$ cat src/rtl/multdiv_sequencer_if.sv
// Execute-stage handshake for the multi-cycle mul/div engine.
// master = execute-stage control, slave = the engine itself.
interface multdiv_sequencer_if #(
  parameter int DATA_WIDTH = 32
);
  logic                  start;
  logic                  is_div;
  logic [DATA_WIDTH-1:0] operandA;
  logic [DATA_WIDTH-1:0] operandB;
  logic [4:0]            dest_reg;
  logic                  flush;
  logic                  stall;
  logic                  busy;
  logic                  result_valid;
  logic [DATA_WIDTH-1:0] result;
  logic                  exception;
  logic [31:0]           exc_code;
  logic [4:0]            result_dest;

  modport master (
    output start, is_div, operandA, operandB, dest_reg, flush,
    input  stall, busy, result_valid, result, exception, exc_code, result_dest
  );

  modport slave (
    input  start, is_div, operandA, operandB, dest_reg, flush,
    output stall, busy, result_valid, result, exception, exc_code, result_dest
  );
endinterface

$ cat src/rtl/multdiv_sequencer.sv
// Multi-cycle signed multiply (radix-2 Booth) / divide (restoring) engine
// with the IDLE/BUSY/DONE controller that stalls the front of the pipe.
module multdiv_sequencer #(
  parameter int DATA_WIDTH   = 32,
  parameter int EXC_CODE_MUL = 4,
  parameter int EXC_CODE_DIV = 5
) (
  input  logic               clock,
  input  logic               reset,
  multdiv_sequencer_if.slave bus
);
  localparam int             CW   = $clog2(DATA_WIDTH);
  localparam logic [CW-1:0]  LAST = CW'(DATA_WIDTH - 1);
  localparam int             MSB  = DATA_WIDTH - 1;

  typedef enum logic [1:0] {IDLE, BUSY, DONE} state_t;

  state_t                state_reg, state_next;
  logic [CW-1:0]         count_reg, count_next;
  // acc is one bit wider than the operands so Booth add/sub of -2^31 cannot wrap
  logic [DATA_WIDTH:0]   acc_reg, acc_next;
  logic [DATA_WIDTH-1:0] mq_reg, mq_next;   // multiplier / dividend-then-quotient
  logic [DATA_WIDTH-1:0] m_reg, m_next;     // multiplicand / |divisor|
  logic                  q1_reg, q1_next;
  logic                  is_div_reg, is_div_next;
  logic                  neg_reg, neg_next;
  logic [DATA_WIDTH-1:0] result_reg, result_next;
  logic                  exception_reg, exception_next;
  logic [31:0]           exc_code_reg, exc_code_next;
  logic [4:0]            result_dest_reg, result_dest_next;

  logic [DATA_WIDTH:0]   booth_sum, booth_acc, div_shift, div_diff, div_acc;
  logic [DATA_WIDTH-1:0] booth_mq, div_mq, quotient, abs_a, abs_b;
  logic                  div_fits, mul_ovf, div_ovf, accept, div_by_zero;

  // One iteration of each algorithm, plus operand magnitudes for a new divide
  always_comb begin
    booth_sum = acc_reg;
    case ({mq_reg[0], q1_reg})
      2'b01:   booth_sum = acc_reg + {m_reg[MSB], m_reg};
      2'b10:   booth_sum = acc_reg - {m_reg[MSB], m_reg};
      default: booth_sum = acc_reg;
    endcase
    booth_acc = {booth_sum[DATA_WIDTH], booth_sum[DATA_WIDTH:1]};
    booth_mq  = {booth_sum[0], mq_reg[MSB:1]};
    // product high half must be pure sign extension of the low half
    mul_ovf   = booth_acc[MSB:0] != {DATA_WIDTH{booth_mq[MSB]}};

    div_shift = {acc_reg[MSB:0], mq_reg[MSB]};
    div_diff  = div_shift - {1'b0, m_reg};
    div_fits  = ~div_diff[DATA_WIDTH];
    div_acc   = div_fits ? div_diff : div_shift;
    div_mq    = {mq_reg[MSB-1:0], div_fits};
    quotient  = neg_reg ? -div_mq : div_mq;
    // only |-2^31 / -1| = 2^31 lands in the sign bit of a positive quotient
    div_ovf   = div_mq[MSB] & ~neg_reg;

    abs_a       = bus.operandA[MSB] ? -bus.operandA : bus.operandA;
    abs_b       = bus.operandB[MSB] ? -bus.operandB : bus.operandB;
    accept      = (state_reg == IDLE) & bus.start & ~bus.flush;
    div_by_zero = bus.is_div & (bus.operandB == '0);
  end

  // Next-state and register-load decisions; flush overrides every transition
  always_comb begin
    state_next       = state_reg;
    count_next       = count_reg;
    acc_next         = acc_reg;
    mq_next          = mq_reg;
    m_next           = m_reg;
    q1_next          = q1_reg;
    is_div_next      = is_div_reg;
    neg_next         = neg_reg;
    result_next      = result_reg;
    exception_next   = exception_reg;
    exc_code_next    = exc_code_reg;
    result_dest_next = result_dest_reg;

    unique case (state_reg)
      IDLE: begin
        if (accept) begin
          is_div_next      = bus.is_div;
          result_dest_next = bus.dest_reg;
          count_next       = '0;
          acc_next         = '0;
          q1_next          = 1'b0;
          result_next      = '0;
          exception_next   = 1'b0;
          exc_code_next    = '0;
          if (bus.is_div) begin
            mq_next  = abs_a;
            m_next   = abs_b;
            neg_next = bus.operandA[MSB] ^ bus.operandB[MSB];
          end else begin
            mq_next  = bus.operandB;
            m_next   = bus.operandA;
            neg_next = 1'b0;
          end
          if (div_by_zero) begin
            state_next     = DONE;
            exception_next = 1'b1;
            exc_code_next  = EXC_CODE_DIV;
          end else begin
            state_next = BUSY;
          end
        end
      end
      BUSY: begin
        acc_next   = is_div_reg ? div_acc : booth_acc;
        mq_next    = is_div_reg ? div_mq : booth_mq;
        q1_next    = is_div_reg ? 1'b0 : mq_reg[0];
        count_next = count_reg + CW'(1);
        if (count_reg == LAST) begin
          state_next = DONE;
          count_next = '0;
          if (is_div_reg) begin
            result_next    = quotient;
            exception_next = div_ovf;
            exc_code_next  = div_ovf ? EXC_CODE_DIV : 0;
          end else begin
            result_next    = booth_mq;
            exception_next = mul_ovf;
            exc_code_next  = mul_ovf ? EXC_CODE_MUL : 0;
          end
        end
      end
      DONE:    state_next = IDLE;
      default: state_next = IDLE;
    endcase

    if (bus.flush) begin
      state_next       = IDLE;
      count_next       = '0;
      result_next      = '0;
      exception_next   = 1'b0;
      exc_code_next    = '0;
      result_dest_next = '0;
    end
  end

  // State and datapath registers with synchronous reset
  always_ff @(posedge clock) begin
    if (reset) begin
      state_reg       <= IDLE;
      count_reg       <= '0;
      acc_reg         <= '0;
      mq_reg          <= '0;
      m_reg           <= '0;
      q1_reg          <= 1'b0;
      is_div_reg      <= 1'b0;
      neg_reg         <= 1'b0;
      result_reg      <= '0;
      exception_reg   <= 1'b0;
      exc_code_reg    <= '0;
      result_dest_reg <= '0;
    end else begin
      state_reg       <= state_next;
      count_reg       <= count_next;
      acc_reg         <= acc_next;
      mq_reg          <= mq_next;
      m_reg           <= m_next;
      q1_reg          <= q1_next;
      is_div_reg      <= is_div_next;
      neg_reg         <= neg_next;
      result_reg      <= result_next;
      exception_reg   <= exception_next;
      exc_code_reg    <= exc_code_next;
      result_dest_reg <= result_dest_next;
    end
  end

  assign bus.stall        = accept | (state_reg == BUSY);
  assign bus.busy         = (state_reg == BUSY);
  assign bus.result_valid = (state_reg == DONE) & ~bus.flush;
  assign bus.result       = result_reg;
  assign bus.exception    = exception_reg;
  assign bus.exc_code     = exc_code_reg;
  assign bus.result_dest  = result_dest_reg;
endmodule

$ cat src/flat_wrapper.sv
// flat-port wrapper written by rule: the top's interface ports become plain ports
module multdiv_sequencer_flat 
#(
  parameter int DATA_WIDTH   = 32,
  parameter int EXC_CODE_MUL = 4,
  parameter int EXC_CODE_DIV = 5
)
  (clock, reset, bus_start, bus_is_div, bus_operandA, bus_operandB, bus_dest_reg, bus_flush, bus_stall, bus_busy, bus_result_valid, bus_result, bus_exception, bus_exc_code, bus_result_dest);
  multdiv_sequencer_if #(.DATA_WIDTH(DATA_WIDTH)) bus_i ();
  input  logic clock;
  input  logic reset;
  input wire logic [$bits(bus_i.start)-1:0] bus_start;
  input wire logic [$bits(bus_i.is_div)-1:0] bus_is_div;
  input wire logic [$bits(bus_i.operandA)-1:0] bus_operandA;
  input wire logic [$bits(bus_i.operandB)-1:0] bus_operandB;
  input wire logic [$bits(bus_i.dest_reg)-1:0] bus_dest_reg;
  input wire logic [$bits(bus_i.flush)-1:0] bus_flush;
  output wire logic [$bits(bus_i.stall)-1:0] bus_stall;
  output wire logic [$bits(bus_i.busy)-1:0] bus_busy;
  output wire logic [$bits(bus_i.result_valid)-1:0] bus_result_valid;
  output wire logic [$bits(bus_i.result)-1:0] bus_result;
  output wire logic [$bits(bus_i.exception)-1:0] bus_exception;
  output wire logic [$bits(bus_i.exc_code)-1:0] bus_exc_code;
  output wire logic [$bits(bus_i.result_dest)-1:0] bus_result_dest;
  assign bus_i.start = bus_start;
  assign bus_i.is_div = bus_is_div;
  assign bus_i.operandA = bus_operandA;
  assign bus_i.operandB = bus_operandB;
  assign bus_i.dest_reg = bus_dest_reg;
  assign bus_i.flush = bus_flush;
  assign bus_stall = bus_i.stall;
  assign bus_busy = bus_i.busy;
  assign bus_result_valid = bus_i.result_valid;
  assign bus_result = bus_i.result;
  assign bus_exception = bus_i.exception;
  assign bus_exc_code = bus_i.exc_code;
  assign bus_result_dest = bus_i.result_dest;
  multdiv_sequencer #(.DATA_WIDTH(DATA_WIDTH), .EXC_CODE_MUL(EXC_CODE_MUL), .EXC_CODE_DIV(EXC_CODE_DIV)) u_core (.clock(clock), .reset(reset), .bus(bus_i));
endmodule
$ cat config.mk
export PLATFORM = sky130hd
export DESIGN_NAME = multdiv_sequencer_flat
export DESIGN_NICKNAME = d
export VERILOG_FILES = /design/src/rtl/multdiv_sequencer_if.sv /design/src/rtl/multdiv_sequencer.sv /design/src/flat_wrapper.sv
export SDC_FILE = /design/constraint.sdc
export NUM_CORES = 1
export LEC_CHECK = 0
export CORE_MARGIN = 2
export CORE_UTILIZATION = 45
export CTS_CLUSTER_SIZE = 20
export DETAILED_ROUTE_END_ITERATION = 10
export PLACE_DENSITY_LB_ADDON = 0.08
export SKIP_CTS_REPAIR_TIMING = 1
export SLEW_MARGIN = 40
export SYNTH_ARGS = -nofsm -noshare
export SYNTH_HDL_FRONTEND = slang
export SYNTH_SLANG_ARGS = --single-unit
$ cat constraint.sdc
create_clock -name clock -period 7.4 [get_ports clock]
set_input_delay 2.22 -clock clock [delete_from_list [all_inputs] [get_ports clock]]
set_output_delay 2.22 -clock clock [all_outputs]
set_load 0.02 [all_outputs]
==> run metrics, run 1 <==
status completed; CP Capture Type output port; fin crit share 81.88%; Min Hold Slack 0.4614 ns; total track usage 28.87%; complex-gate fraction of the synthesized area 28.52%; Worst Setup Start Kind primary input; Worst Skew 0.01405 ns; sequential share of power 32.8%; IO Pins 147; vias 14046; Final Core Density 51.40%; Max-cap violations 0; Seq/Total Area, Yosys 21.18%; Tmin final 6.059 ns; Cell variety after synth 80; multiplexer area fraction after synthesis 6.872%; Post-Synth Simple-Gate Area 21.37%; first-pass GRT wire length 72350 um; DP HPWL 34530 um; Slew Limit Fails 0; setup TNS 0 ns; Post-Route WL 45990 um; met2 WL 21410 um; Switch Pwr 1.005 mW; Least-Margin Pin Slew 0.8420 ns; Diodes inserted 0; YS warnings 0; Avg WL per Cell 19.60 um; CP required 5.18 ns; Die W 179.1 um; Sw Ratio 38.46%; cell count after synthesis 1904; RePlAce Congestion 0.8866; TritonRoute pass-1 iters 5; Nets 2086; clk buf depth 2; EDFF count, synth 0; DIE HEIGHT 179.1 um; Die Area 32090 sq um; Post-synth ARST share 0%; CP max FO 5; CTS tree yes; Seq cells post-synth 146; Worst EP arrival 3.84 ns; max layer used met4; core area 30430 sq um; initial DRC count 1035; DRC viols 0; cell taking the most area after synthesis dfxtp_1; max reg flops 33; IO Port Bufs 116; Reg clk slew, reported paths 0.07 ns; Worst-Skew Late Latency 0.45 ns; final hold violations 0; ANT nets after route 0; number of CTS-inserted buffers 17; top cell type's share of synthesized area 21.18%; Clock Power Share 33.4%; Cell Rows 64; Post-Synth XOR/XNOR Area 8.377%; initial antenna violation count 0; total gr overflow 0; Comb pwr share 33.7%; DR WL met3 2424 um; Post-Synth Adder-Cell Area 6.818%; PD cells 167.0 nW/um^2; Peak VDD IR 0.1377 mV; Area Growth Syn to Fin 13.34%; Setup-failing EPs final 0; pin count of the biggest net entering global routing 66; vias per cell 5.985; CTS root buffer clkbuf_16; crit path kind primary input to output port; clock net sink count 146; Post-Syn Area per Cell 7.248 sq um; Most used DFF post-synth dfxtp_1; Initial Util 45.35%; Relative slew margins 43.35%; leading cell types in the layout, fill and taps excluded 244 x nor2_1, 184 x a21oi_1, 145 x nand2_1, 145 x dfxtp_1; P_int 1.607 mW; largest family of logic cells by synthesized area compound AO/OA/AOI/OAI gates; leakage 5.861 nW; top cells by area, synth dfxtp_1 21%, nor2_1 6.7%, a21oi_1 6.7%; area of the mapped netlist 13800 sq um; CTS H-tree depth 4; commonest non-fill, non-tap cell in the layout nor2_1; FMAX 0.1650 GHz; met1 WL 20610 um; vias in the first global route 13330; RSZ-0062 raised after global routing false; Tightest Hold Check Type flip-flop to flip-flop; share of layout cells above drive strength 1 4.972%
-- synth_stat cells, types with 6 or more instances --
| cell type | number |
|---|---|
| nand2b_1 | 14 |
| o31ai_1 | 22 |
| mux2_2 | 14 |
| or3_1 | 26 |
| a22o_1 | 6 |
| xor2_1 | 67 |
| dfxtp_1 | 146 |
| and2_1 | 12 |
| a221oi_1 | 18 |
| a211oi_1 | 48 |
| nor2_1 | 247 |
| mux2i_1 | 79 |
| nand2_1 | 145 |
| o211ai_1 | 32 |
| nor4_1 | 12 |
| nand3_1 | 39 |
| a21oi_1 | 184 |
| inv_1 | 67 |
| a22oi_1 | 33 |
| ha_1 | 72 |
| o21ai_0 | 114 |
| o41ai_1 | 8 |
| o21a_1 | 13 |
| nand3b_1 | 7 |
| clkbuf_1 | 99 |
| nor3b_1 | 6 |
| o21bai_1 | 11 |
| a21o_1 | 33 |
| buf_4 | 31 |
| nand4_1 | 9 |
| xnor2_1 | 65 |
| a31oi_1 | 28 |
| or4_1 | 15 |
| or2_2 | 7 |
| and3_1 | 9 |
| nor3_1 | 46 |
| a2111oi_0 | 6 |
| nor2b_1 | 14 |
| buf_1 | 16 |
-- cell families (layout without fill, tap and decap cells) --
kind of cell / Yosys count / after routing
simple gates: 628 / 628
other cells: 1 / 30
fa+ha+maj: 74 / 74
mux: 93 / 93
xor+xnor: 132 / 132
flops: 146 / 146
compound gates: 611 / 611
buf+inv: 219 / 237
-- stage by stage --
| step | power, mW | instance area [sq um] | worst slack (ns) | instances |
|---|---|---|---|---|
| after CTS | 2.615 | 15630 | 1.355 | 2346 |
| after global placement | 1.733 | 15040 | 1.395 | 2313 |
| final | 2.612 | 15640 | 1.341 | 2347 |
| after detailed placement | 1.742 | 15060 | 1.357 | 2314 |
| after floorplan | 1.494 | 13910 | 2.178 | 1933 |
| after global routing | 2.754 | 15640 | 0.7257 | 2347 |
-- power by group through the flow --
stage               Sequential, mW  Combinational, mW  Clock, mW
finish                       0.858              0.881      0.873
CTS                          0.857              0.872      0.885
global placement             0.874              0.859          0
detailed placement           0.875              0.868          0
floorplan                    0.852              0.642          0
global route                 0.862              0.973      0.919
-- critical path, cell delays in order --
cell and delay, ns:
clkdlybuf4s50_1 0.52, nor4b_4 0.29, nor2_2 0.06, inv_1 0.12, clkdlybuf4s50_1 0.63
-- layer usage --
metal / up-vias / global-route usage [%]
met5: - / 0
met4: 0 / 11.16
met3: 75 / 4.368
met2: 419 / 47.88
met1: 6604 / 37.62
li1: 6948 / -
-- worst paths after layout --
path                             start                    end  slack, ns  cells after the start
hold / removal    u_core.bus.result[0]   u_core.bus.result[0]       0.46                      2
setup / recovery             bus_flush              bus_stall       1.34                      5
setup reg to reg     u_core.mq_reg[31]  u_core.bus.result[30]       1.41                     27
hold reg to reg   u_core.bus.result[0]   u_core.bus.result[0]       0.46                      2
-- final cells by class --
class | count | area (sq um)
fill | 3017 | 14790
multi-input combinational | 1568 | 10070
sequential | 146 | 2927
timing repair buffer | 136 | 1314
tap | 396 | 495.5
clock buffer | 18 | 439.2
inverter | 69 | 259.0
clock inverter | 14 | 135.1
(Power assumes the default switching activity.)
==> run 2: changes to the inputs <==
==> constraint.sdc (replaced) <==
create_clock -name clock -period 6.1 [get_ports clock]
set_input_delay 1.83 -clock clock [delete_from_list [all_inputs] [get_ports clock]]
set_output_delay 1.83 -clock clock [all_outputs]
set_load 0.02 [all_outputs]
==> run metrics, run 2 (synthesized netlist as in run 1, its figures left out) <==
number of CTS-inserted buffers 17; initial antenna violation count 0; total gr overflow 0; final std cell area, no fill 15740 sq um; FF-to-FF path depth 19; first-pass GRT wire length 71880 um; DRC viols 0; share of layout cells above drive strength 1 5.465%; Initial Util 45.35%; RSZ-0062 raised after global routing false; CP Capture Type flip-flop; Crit Reg-Reg Startpoint u_core.m_reg[1]; post-route insts no fill 2354; Cell Rows 64; crit path kind flip-flop to flip-flop; Sw Ratio 36.43%; P_int 2.069 mW; total track usage 28.67%; FF-to-FF End u_core.bus.exc_code[2]; max reg flops 33; Hold Crit Endpoint u_core.bus.result_dest[1]; Nets 2093; setup TNS 0 ns; Setup-failing EPs final 0; CP required 6.40 ns; IO Port Bufs 116; Reg clk slew, reported paths 0.06 ns; Die W 179.1 um; hold_sp u_core.bus.result_dest[1]; Diodes inserted 0; Worst Setup Start Kind flip-flop; clock net sink count 146; met2 WL 21560 um; Final Core Density 51.71%; Die Area 32090 sq um; CP max stage cell a2111oi_0; Worst R2R Setup Slack 0.56 ns; fin crit share 90.78%; Place WS 0.4676 ns; critical path cell sequence inv_1 -> ha_1 -> nand3_1 -> nor4_1 -> buf_4 -> and3_1 -> a21oi_1 -> xnor2_1 -> ha_1 -> and4_1 -> and2_1 -> a221oi_1 -> nand2_1 -> xor2_1 -> a2111oi_0 -> nand3_1 -> or4_1 -> a221oi_2 -> a31oi_1; CTS root buffer clkbuf_16; TritonRoute pass-1 iters 5; CP Buf/Inv Count 2; Switch Pwr 1.186 mW; Tmin final 5.537 ns; CTS H-tree depth 4; core area 30430 sq um; max layer used met4; ANT nets after route 0; Post-Route WL 46090 um; Area Growth Syn to Fin 14.02%; Comb pwr share 33.2%; placed cells 2322; CP max FO 9; met1 WL 20740 um; PD cells 206.9 nW/um^2; Worst Skew 0.01486 ns; DR WL met3 2270 um; clk buf depth 2; commonest non-fill, non-tap cell in the layout nor2_1; Slew Limit Fails 0; Avg WL per Cell 19.58 um; status completed; hold path cells 2; leakage 5.909 nW; vias per cell 5.986; CTS tree yes; Largest stage delay, worst path 0.50 ns; Clock Power Share 34.9%; vias 14091; pin count of the biggest net entering global routing 88; FMAX 0.1806 GHz; final hold violations 0; Post-Place Cell Area 15110 sq um; Tightest Hold Check Type flip-flop to flip-flop; RePlAce Congestion 0.9101; leading cell types in the layout, fill and taps excluded 242 x nor2_1, 184 x a21oi_1, 145 x nand2_1, 145 x dfxtp_1, 114 x o21ai_0; final setup margin 0.5625 ns; DIE HEIGHT 179.1 um; Worst-Skew Late Latency 0.44 ns; family with the most delay on the worst path simple AND/OR/NAND/NOR gates; IO Pins 147; Peak VDD IR 0.1727 mV; Relative slew margins 40.40%; Max-cap violations 0; vias in the first global route 13219; sequential share of power 31.9%; Least-Margin Pin Slew 0.8859 ns; DP HPWL 34530 um; Worst EP arrival 5.84 ns; initial DRC count 959
-- run 2: cell count changes in the layout (fill, tap and decap cells not counted), moves of 2 or more --
cell	before	now
buf_4	19	27
bufinv_16	0	3
clkbuf_1	0	2
inv_8	5	1
nor2_1	244	242
nor2_2	3	5
-- run 2: worst max-delay path by stage --
stage                          startpoint                     end  slack, ns  cells after the start
after global placement    u_core.m_reg[1]  u_core.bus.exc_code[2]       0.54                     19
after CTS                 u_core.m_reg[0]   u_core.bus.result[30]       0.44                     26
after floorplan           u_core.m_reg[0]   u_core.bus.result[30]       1.06                     27
after global routing      u_core.m_reg[0]   u_core.bus.result[30]       0.08                     26
after detailed placement  u_core.m_reg[0]   u_core.bus.result[30]       0.47                     26
final                     u_core.m_reg[1]  u_core.bus.exc_code[2]       0.56                     19
-- run 2: worst min-delay path, delay by kind of cell, from the launching register on --
family / cells / cell delay, ns
AO/OA/AOI/OAI: 1 / 0.05
flip-flops: 1 / 0.31
AND/OR/NAND/NOR: 1 / 0.05
-- run 2: power by group through the flow --
stage	Combinational, mW	Clock (mW)	Sequential, mW
floorplan	0.779	0	1.03
global placement	1.06	0	1.06
detailed placement	1.06	0	1.06
CTS	1.07	1.15	1.04
global route	1.19	1.19	1.04
finish	1.08	1.14	1.04
-- run 2: per-layer routing --
metal,vias to the layer above,global-route usage [%]
met3,81,3.605
met2,400,47.56
met5,-,0
met1,6663,37.77
li1,6947,-
met4,0,11.16
-- run 2: through the flow --
stage	total power, mW	hold slack [ns]
2_1_floorplan	1.812	0.4141
3_3_place_gp	2.116	0.4421
3_5_place_dp	2.124	0.4518
4_1_cts	3.256	0.4609
5_1_grt	3.422	0.4845
6_report	3.255	0.4579
-- run 2: area by class of cell --
type,instances,area [sq um]
inverter,69,259.0
clock inverter,12,163.9
multi-input combinational,1568,10090
clock buffer,20,446.7
sequential,146,2927
fill,3057,14690
timing repair buffer,143,1355
tap,396,495.5
==> run 3: changes to the inputs <==
--- a/config.mk
+++ b/config.mk
@@ -7,6 +7,7 @@
 export LEC_CHECK = 0
 export CORE_MARGIN = 2
 export CORE_UTILIZATION = 45
+export CTS_CLUSTER_DIAMETER = 40
 export CTS_CLUSTER_SIZE = 20
 export DETAILED_ROUTE_END_ITERATION = 10
 export PLACE_DENSITY_LB_ADDON = 0.08
==> results of run 3 <==
The final DEF is identical to that of run 2; final timing and power are the same.
